`src/rtl/fifo_rd_packer.sv`:
```
// fifo_rd_packer: reads WIDTH-bit words from a FIFO with a registered read
// port and packs PACK of them into one WIDTH*PACK output word. Lane 0 holds
// the first word read. A flush pulse emits a partially filled word with its
// upper lanes zeroed. The output register uses a valid/ready handshake.
//
// Optional feature: define FIFO_RD_PARITY_EN to add out_par, the XOR of all
// out_data bits, registered together with out_data.
module fifo_rd_packer #(
  parameter int WIDTH = 4,
  parameter int PACK  = 2
) (
  input  logic                      clk_r,
  input  logic                      rst,
  input  logic                      empty,
  output logic                      en_r,
  input  logic [WIDTH-1:0]          data_r,
  input  logic                      flush,
  output logic [WIDTH*PACK-1:0]     out_data,
  output logic [$clog2(PACK):0]     out_cnt,
  output logic                      out_valid,
`ifdef FIFO_RD_PARITY_EN
  output logic                      out_par,
`endif
  input  logic                      out_ready
);

  localparam int CW = $clog2(PACK) + 1;
  localparam logic [CW-1:0] PACK_C = CW'(PACK);

  // Assembly state
  logic [CW-1:0]         lane_cnt;
  logic                  pend;
  logic                  flush_pend;
  logic [WIDTH-1:0]      lanes [PACK];

  // Per-cycle decisions
  logic                  full;
  logic                  out_free;
  logic                  move;
  logic                  resolve;
  logic                  capture;
  logic [CW-1:0]         wr_idx;
  logic [WIDTH*PACK-1:0] asm_word;

`ifdef FIFO_RD_PARITY_EN
  function automatic logic word_parity(input logic [WIDTH*PACK-1:0] w);
    return ^w;
  endfunction
`endif

  assign full     = (lane_cnt == PACK_C);
  assign out_free = !out_valid || out_ready;
  // A complete word always leaves before a pending flush is considered.
  assign move     = full && out_free;
  // A flush waits for the last in-flight read to land so no word is split.
  assign resolve  = flush_pend && !pend && out_free && !full;
  // Returning read data is only written when there is a free lane for it.
  assign capture  = pend && (!full || move);
  // When a full word leaves on this edge the new data starts a fresh word.
  assign wr_idx   = move ? '0 : lane_cnt;

  // Only issue a read if a lane is reserved for it, counting the read in flight.
  assign en_r = !rst && !empty && !flush_pend &&
                (({1'b0, lane_cnt} + {{CW{1'b0}}, pend}) < {1'b0, PACK_C});

  // Build the word to load: valid lanes only, upper lanes forced to zero.
  always_comb begin
    asm_word = '0;
    for (int i = 0; i < PACK; i++) begin
      if (CW'(i) < lane_cnt) begin
        asm_word[i*WIDTH +: WIDTH] = lanes[i];
      end
    end
  end

  // ---- stage p1: capture returning FIFO data into its lane ----
  // Lane storage: data only, no reset needed because lane_cnt gates its use.
  always_ff @(posedge clk_r) begin
    for (int i = 0; i < PACK; i++) begin
      if (!rst && capture && (wr_idx == CW'(i))) begin
        lanes[i] <= data_r;
      end
    end
  end

  // Control: read-in-flight tracking, lane counting and flush bookkeeping.
  always_ff @(posedge clk_r) begin
    if (rst) begin
      pend       <= 1'b0;
      lane_cnt   <= '0;
      flush_pend <= 1'b0;
    end else begin
      pend <= en_r && !empty;
      if (move) begin
        lane_cnt <= capture ? CW'(1) : '0;
      end else if (resolve) begin
        lane_cnt <= '0;
      end else if (capture) begin
        lane_cnt <= lane_cnt + CW'(1);
      end
      // Extra flush pulses while one is outstanding are absorbed.
      flush_pend <= resolve ? 1'b0 : (flush_pend | flush);
    end
  end

  // ---- stage p2: output register with valid/ready handshake ----
  // Loads a full or flushed partial word when the register is free or draining.
  always_ff @(posedge clk_r) begin
    if (rst) begin
      out_valid <= 1'b0;
      out_data  <= '0;
      out_cnt   <= '0;
`ifdef FIFO_RD_PARITY_EN
      out_par   <= 1'b0;
`endif
    end else if (move) begin
      out_valid <= 1'b1;
      out_data  <= asm_word;
      out_cnt   <= PACK_C;
`ifdef FIFO_RD_PARITY_EN
      out_par   <= word_parity(asm_word);
`endif
    end else if (resolve && (lane_cnt != '0)) begin
      out_valid <= 1'b1;
      out_data  <= asm_word;
      out_cnt   <= lane_cnt;
`ifdef FIFO_RD_PARITY_EN
      out_par   <= word_parity(asm_word);
`endif
    end else if (out_ready) begin
      out_valid <= 1'b0;
    end
  end

endmodule

```
`config.mk`:
```
export PLATFORM = sky130hd
export DESIGN_NAME = fifo_rd_packer
export DESIGN_NICKNAME = d
export VERILOG_FILES = /design/src/rtl/fifo_rd_packer.sv
export SDC_FILE = /design/constraint.sdc
export NUM_CORES = 1
export LEC_CHECK = 0
export ABC_AREA = 1
export CAP_MARGIN = 30
export CORE_MARGIN = 10
export CORE_UTILIZATION = 49
export DETAILED_ROUTE_END_ITERATION = 10
export GPL_TIMING_DRIVEN = 0
export HOLD_SLACK_MARGIN = 0.1
export PLACE_DENSITY_LB_ADDON = 0.2
export REMOVE_ABC_BUFFERS = 1
export SLEW_MARGIN = 30
export SYNTH_ARGS = -nofsm -noshare
export SYNTH_HDL_FRONTEND = slang
export SYNTH_SLANG_ARGS = --single-unit
export TNS_END_PERCENT = 1
```
`constraint.sdc`:
```
create_clock -name clk_r -period 2.1 [get_ports clk_r]
set_input_delay 0.63 -clock clk_r [delete_from_list [all_inputs] [get_ports clk_r]]
set_output_delay 0.63 -clock clk_r [all_outputs]
set_load 0.02 [all_outputs]
```
==> impl_results.md, run 1 <==
* Endpoint, Worst Hold: out_data[0]
* Met1 Use GR at 10.0%
* Nets at 155
* Pwr Total at 0.807 mW
* Vias at 827
* Fmax at between 0.5 and 0.6 GHz
* Switching Fraction at 25.6%
* Area of the core at 0.00200 mm2
* Slew headroom at 73.5%
* Most used routing layer: met2
* Longest Clk Path Bufs at 2
* Status: finished clean
* Hold_sp: out_data[0]
* Clock sink count at 23
* Layout cells sized above 1 at 10.6%
* CTS tree: built
* First-pass GRT wire length at around 3300 um
* Seq pwr share at 60.4%
* Peak per-stage delay on the critical path at 0.23 ns
* Drt via density at a little under 5
* Worst EP arrival at 1.30 ns
* Initial Util at 52.2%
* Routed len/inst at 12.0 um
* P_int at 0.600 mW
* GRT Total Usage at 9.18%
* Final critical-path share of the clock period at 92.0%
* Commonest non-fill, non-tap cells in the layout: nand2_1, clkdlybuf4s50_1, inv_1, dfxtp_1
* RePlAce Congestion at 0.785
* Clk_skew at about 0.0064 ns
* Vias in the first global route at 790
* Boundary Pins at 21
* Slowest cell on the critical path: dlygate4sd2_1
* Placed wire-length estimate at around 1500 um
* Count of cell types in the netlist at 22
* Initial DRC Count at 28
* RSZ-0062 raised after global routing: no
* Die area at 0.00438 mm2
* Final setup vio count at 0
* Clock group share of total power at between 20% and 30%
* Logic pwr share at 14.8%
* Worst-path clk slew at 0.13 ns
* ANT nets after route at 0
* Switching power at 0.207 mW
* Crit path kind: input port to output port
* Hold path depth at 2
* Antenna violations before repair at 0
* Core Util, Final at between 60% and 70%
* Final hold vios at 0
* Met2 track demand over resource at 15.8%
* Reg-to-reg endpoint: lanes[0][6]
* Port bufs at 20
* Worst r2r src: lane_cnt[0]
* Power Density at 622 mW/mm2
* Total Wirelength at 2030 um
* Most common cell after layout, fill and taps aside: nand2_1
* Cts hold-fix bufs at 0
* Root buffer cell: clkbuf_4
* Worst Reg-to-Reg Cells at 5
* Largest net degree at the start of global routing at 23
* Hold WC Path Type: register to register
* Overflow after GRT at 0
* FILL cells at between 150 and 200
* DIE WIDTH at 66.2 um
* Maxcap violations at 0
* Max Slew Vio Count at 0
* Min Hold Slack at 0.494 ns
* Post-Syn Area per Cell at 8.64 um2
* Antenna Cells at 0
* # H-tree levels at 1
* Startpoint types: input port
* Synth Register Bits at 23
* Post-synth top area cell: dfxtp_1
* Worst Path Max Fanout at 2
* Area growth syn-to-layout at 24.2%
* Maximum vdd ir drop at 0.419 mV
* Seq/Total Area, Yosys at 51.7%
* Yosys Warn Count at 0
* Post-route minimum period at approximately 1.9 ns
* Worst setup EP type: output port
* Num CTS Buffers at 3
* DRT Pass-1 Iters at 4
* Critical path cell sequence: dlygate4sd2_1, nor2_1, nand3_1, a21oi_1, buf_4
* Synth top area cells: dfxtp_1, edfxtp_1, nand2_1, nand3_1, inv_1
* Worst path required time at 1.47 ns
* Die height at about 66 um
* GR Layer Usage met3 at 4.07%
* Worst skew pair latency at 0.30 ns
* Mapped Area at 0.00105 mm2
* R2r setup slk at 0.27 ns
* Top cell type's share of synthesized area at about 29%
* DR DRC count at 0
* Leakage at about 0.56 nW
* Synth Instances at around 120
* Worst Tran Pin Value at 0.396 ns
* FP Rows at 16
## state kept, by name, summed over array words and instances, names as in the netlist
signal	count
out_cnt	2
out_valid	1
lane_cnt	2
pend	1
lanes	8
flush_pend	1
out_data	8
## worst max-delay path by stage
stage / from / to / slack [ns]
3_5_place_dp: rst / en_r / -0.93
5_1_grt: lane_cnt[1] / en_r / 0.08
6_report: empty / en_r / 0.17
4_1_cts: rst / en_r / 0.008
3_3_place_gp: rst / en_r / -0.90
2_1_floorplan: rst / en_r / 0.16
## critical path: cells and delay by family
kind | cells | cell delay (ns)
simple gates | 2 | 0.17
compound gates | 1 | 0.12
buf+inv | 2 | 0.38
## layer usage
layer | part of all wire, % | vias to the layer above
met4 | 0 | 0
met5 | 0 | -
met2 | 48 | 24
met1 | 43 | 370
li1 | - | 433
met3 | 8.9 | 0
## power by group through the flow
stage	Sequential [mW]	Combinational [mW]	Clock, mW
after detailed placement	0.498	0.116	0
final	0.488	0.120	0.200
after CTS	0.488	0.120	0.207
after global routing	0.490	0.132	0.229
after floorplan	0.508	0.0554	0
after global placement	0.497	0.112	0
## cells by family after synthesis
family / share of synthesized area, %
AO/OA/AOI/OAI: 10.8
adder cells (fa/ha/maj): 3.59
buffers and inverters: 9.45
flip-flops: 51.7
AND/OR/NAND/NOR: 24.5
## what timing repair did
action	4_1_cts	5_1_grt
buffers inserted	1	0
setup endpoints to repair	5	5
gates resized for setup	12	2
pin swaps	1	0
## final cells by class
cell class	count	area, um2	share of cell area, %
tap	27	33.8	2.60
clock buffer	3	22.5	1.73
clock inverter	1	5.00	0.385
inverter	18	71.3	5.49
multi-input combinational	76	427	32.9
sequential	23	541	41.6
timing repair buffer	21	199	15.3
## metrics by stage
step	area [um2]	worst slack (ns)	std cells	setup TNS [ns]
finish	1300	0.168	169	0
global route	1300	0.0774	169	0
CTS	1300	0.00807	169	0
detailed placement	1250	-0.931	164	-4.49
global placement	1250	-0.903	164	-4.02
floorplan	1010	0.160	117	0
## synthesized netlist by cell type
cell type and n:
a211oi_1 1, a21boi_0 7, a21oi_1 5, buf_2 1
buf_4 2, buf_6 1, dfxtp_1 15, edfxtp_1 8
ha_1 3, inv_1 17, inv_2 1, nand2_1 24
nand2_2 1, nand3_1 13, nand4_1 1, nand4_4 1
nor2_1 13, nor2_4 1, nor3b_1 1, o211ai_1 1
o21ai_0 2, o21ai_1 2
(Power assumes the default switching activity.)
==> run 2, diff against run 1 <==
==> constraint.sdc (replaced) <==
create_clock -name clk_r -period 1.9 [get_ports clk_r]
set_input_delay 0.57 -clock clk_r [delete_from_list [all_inputs] [get_ports clk_r]]
set_output_delay 0.57 -clock clk_r [all_outputs]
set_load 0.02 [all_outputs]
==> run 2 against run 1 <==
Clock power rose by 10%. Power rose by 11%. Design area rose by 1.5%. Critical endpoint is now out_data[7]. Critical path depth is 4 lower.
==> impl_results.md, run 2 (synthesized netlist as in run 1, its figures left out) <==
* Power Density at 678 mW/mm2 (was 622 mW/mm2)
* Final critical-path share of the clock period at 96.2%
* DRT Pass-1 Iters at 4 (unchanged)
* Antenna violations before repair at 0 (unchanged)
* Final setup vio count at 0 (unchanged)
* Worst path required time at 1.33 ns (was 1.47 ns)
* Slowest cell on the critical path: clkdlybuf4s50_1 (was dlygate4sd2_1)
* CP bufs+invs at 1 (was 2)
* Worst setup EP type: output port (unchanged)
* Commonest non-fill, non-tap cells in the layout: nand2_1, inv_1, dfxtp_1, clkdlybuf4s50_1 (was nand2_1, clkdlybuf4s50_1, inv_1, dfxtp_1)
* Final hold vios at 0 (unchanged)
* Maximum vdd ir drop at 0.471 mV (was 0.419 mV)
* ANT nets after route at 0 (unchanged)
* Overflow after GRT at 0 (unchanged)
* Largest regs: lanes (8), out_data (8) (unchanged)
* Routed len/inst at 12.4 um (was 12.0 um)
* Longest Clk Path Bufs at 2 (unchanged)
* Worst Tran Pin Value at 0.290 ns (was 0.396 ns)
* Worst EP arrival at 1.26 ns (was 1.30 ns)
* Critical path cell sequence: clkdlybuf4s50_1 (was dlygate4sd2_1, nor2_1, nand3_1, a21oi_1, buf_4)
* Boundary Pins at 21 (unchanged)
* Clock sink count at 23 (unchanged)
* Die area at 0.00438 mm2 (unchanged)
* Clk_skew at 0.00385 ns (was 0.00637 ns)
* GR Layer Usage met3 at 4.07% (unchanged)
* Drt via density at 4.94 (was 4.89)
* Placed wire-length estimate at 1460 um (unchanged)
* Post-route minimum period at 1.83 ns
* Layout cells sized above 1 at 12.0% (was 10.6%)
* Met2 track demand over resource at 17.3% (was 15.8%)
* Worst Path Max Fanout at 2 (unchanged)
* Root buffer cell: clkbuf_4 (unchanged)
* Fmax at 0.547 GHz
* Max Slew Vio Count at 0 (unchanged)
* GRT Total Usage at 9.56% (was 9.18%)
* Crit path kind: register to output port (was input port to output port)
* Met1 Use GR at 9.80% (was 10.0%)
* # H-tree levels at 1 (unchanged)
* Most used routing layer: met2 (unchanged)
* Die height at 66.2 um (unchanged)
* Worst-path clk slew at 0.13 ns (about the same)
* Area of the core at 0.00200 mm2 (unchanged)
* Largest delay contributor family on the critical path: buffers and inverters (unchanged)
* Total Wirelength at 2100 um (was 2030 um)
* Status: finished clean (unchanged)
* DIE WIDTH at 66.2 um (unchanged)
* Initial DRC Count at 18 (was 28)
* Cts hold-fix bufs at 0 (unchanged)
* CTS tree: built (unchanged)
* Area growth syn-to-layout at 26.1% (was 24.2%)
* Peak per-stage delay on the critical path at 0.61 ns (was 0.23 ns)
* Vias at 835 (was 827)
* Vias in the first global route at 817 (was 790)
* Num CTS Buffers at 3 (unchanged)
* First-pass GRT wire length at 3440 um (was 3310 um)
* Maxcap violations at 0 (unchanged)
* Worst skew pair latency at 0.30 ns (about the same)
* Min Hold Slack at 0.494 ns (about the same)
* Slew headroom at 80.6% (was 73.5%)
* Startpoint types: register (was input port)
* Placed Cells at 164 (unchanged)
* Largest net degree at the start of global routing at 23 (unchanged)
* FP Rows at 16 (unchanged)
* Port bufs at 20 (unchanged)
* Most common cell after layout, fill and taps aside: nand2_1 (unchanged)
* Leakage at 0.620 nW (was 0.557 nW)
* DR DRC count at 0 (unchanged)
* RePlAce Congestion at 0.785 (unchanged)
* RSZ-0062 raised after global routing: no (unchanged)
* Fin cells at 169 (unchanged)
* Antenna Cells at 0 (unchanged)
* Hold WC Path Type: register to register (unchanged)
* Nets at 155 (unchanged)
* FILL cells at 168 (was 171)
* Initial Util at 52.2% (unchanged)
run 2: cell types whose count changed in the layout (fill, tap and decap cells not counted), sizes merged:
cell and delta:
buf +1, clkdlybuf4s50 -3, dlymetal6s2s +3, clkbuf -1
run 2: path summary, 6_finish.rpt:
check	to	slack [ns]	startpoint	cells past startpoint
max	out_data[7]	0.07	out_data[7]	1
min	out_data[0]	0.49	out_data[0]	2
max reg2reg	lanes[0][4]	0.16	lane_cnt[0]	5
min reg2reg	out_data[0]	0.49	out_data[0]	2
run 2: repair_timing:
action	in CTS	in global routing
setup buffers	1	0
setup endpoints to repair	9	13
gates cloned	0	0
endpoints found under the hold margin	0	0
pin swaps	1	0
gates resized for setup	14	9
run 2: final cells by class:
cell class | instances | area (um2) | area share, %
Multi-Input combinational cell | 76 | 438 | 33.2
Sequential cell | 23 | 542 | 41.1
Timing Repair Buffer | 21 | 206 | 15.7
Inverter | 18 | 71.3 | 5.41
Clock inverter | 1 | 5.00 | 0.380
Clock buffer | 3 | 22.5 | 1.71
Tap cell | 27 | 33.8 | 2.56
run 2: per-layer routing:
metal	share of wire [%]	routed length, um	up-vias
li1	-	-	430
met1	44	926	383
met2	48	1020	22
met3	7.6	159	0
met4	0	0	0
met5	0	0	-
run 2: worst reg2reg max path, cell delays in order (launching register included):
cell and delay [ns]:
dfxtp_2 0.40, inv_1 0.11, ha_1 0.29, nand3_1 0.12, nand2_1 0.18, nor3b_4 0.34
run 2: where the power goes:
part,total (mW),internal (mW),switching (mW)
Combinational,0.135,0.0586,0.0762
Sequential,0.539,0.527,0.0119
Clock,0.220,0.0783,0.142
Total,0.895,0.664,0.230
run 2: per-stage QoR:
stage                     util, %  instance area, um2  total power [mW]  TNS, ns  setup WS [ns]
final                        65.9                1320             0.895        0         0.0722
after global routing         65.9                1320             0.944        0        0.00113
after CTS                    65.2                1310             0.901        0         0.0197
after detailed placement     62.4                1250             0.678    -7.21          -1.01
after global placement       62.4                1250             0.674    -6.52         -0.983
after floorplan                 -                1010             0.622        0         0.0408
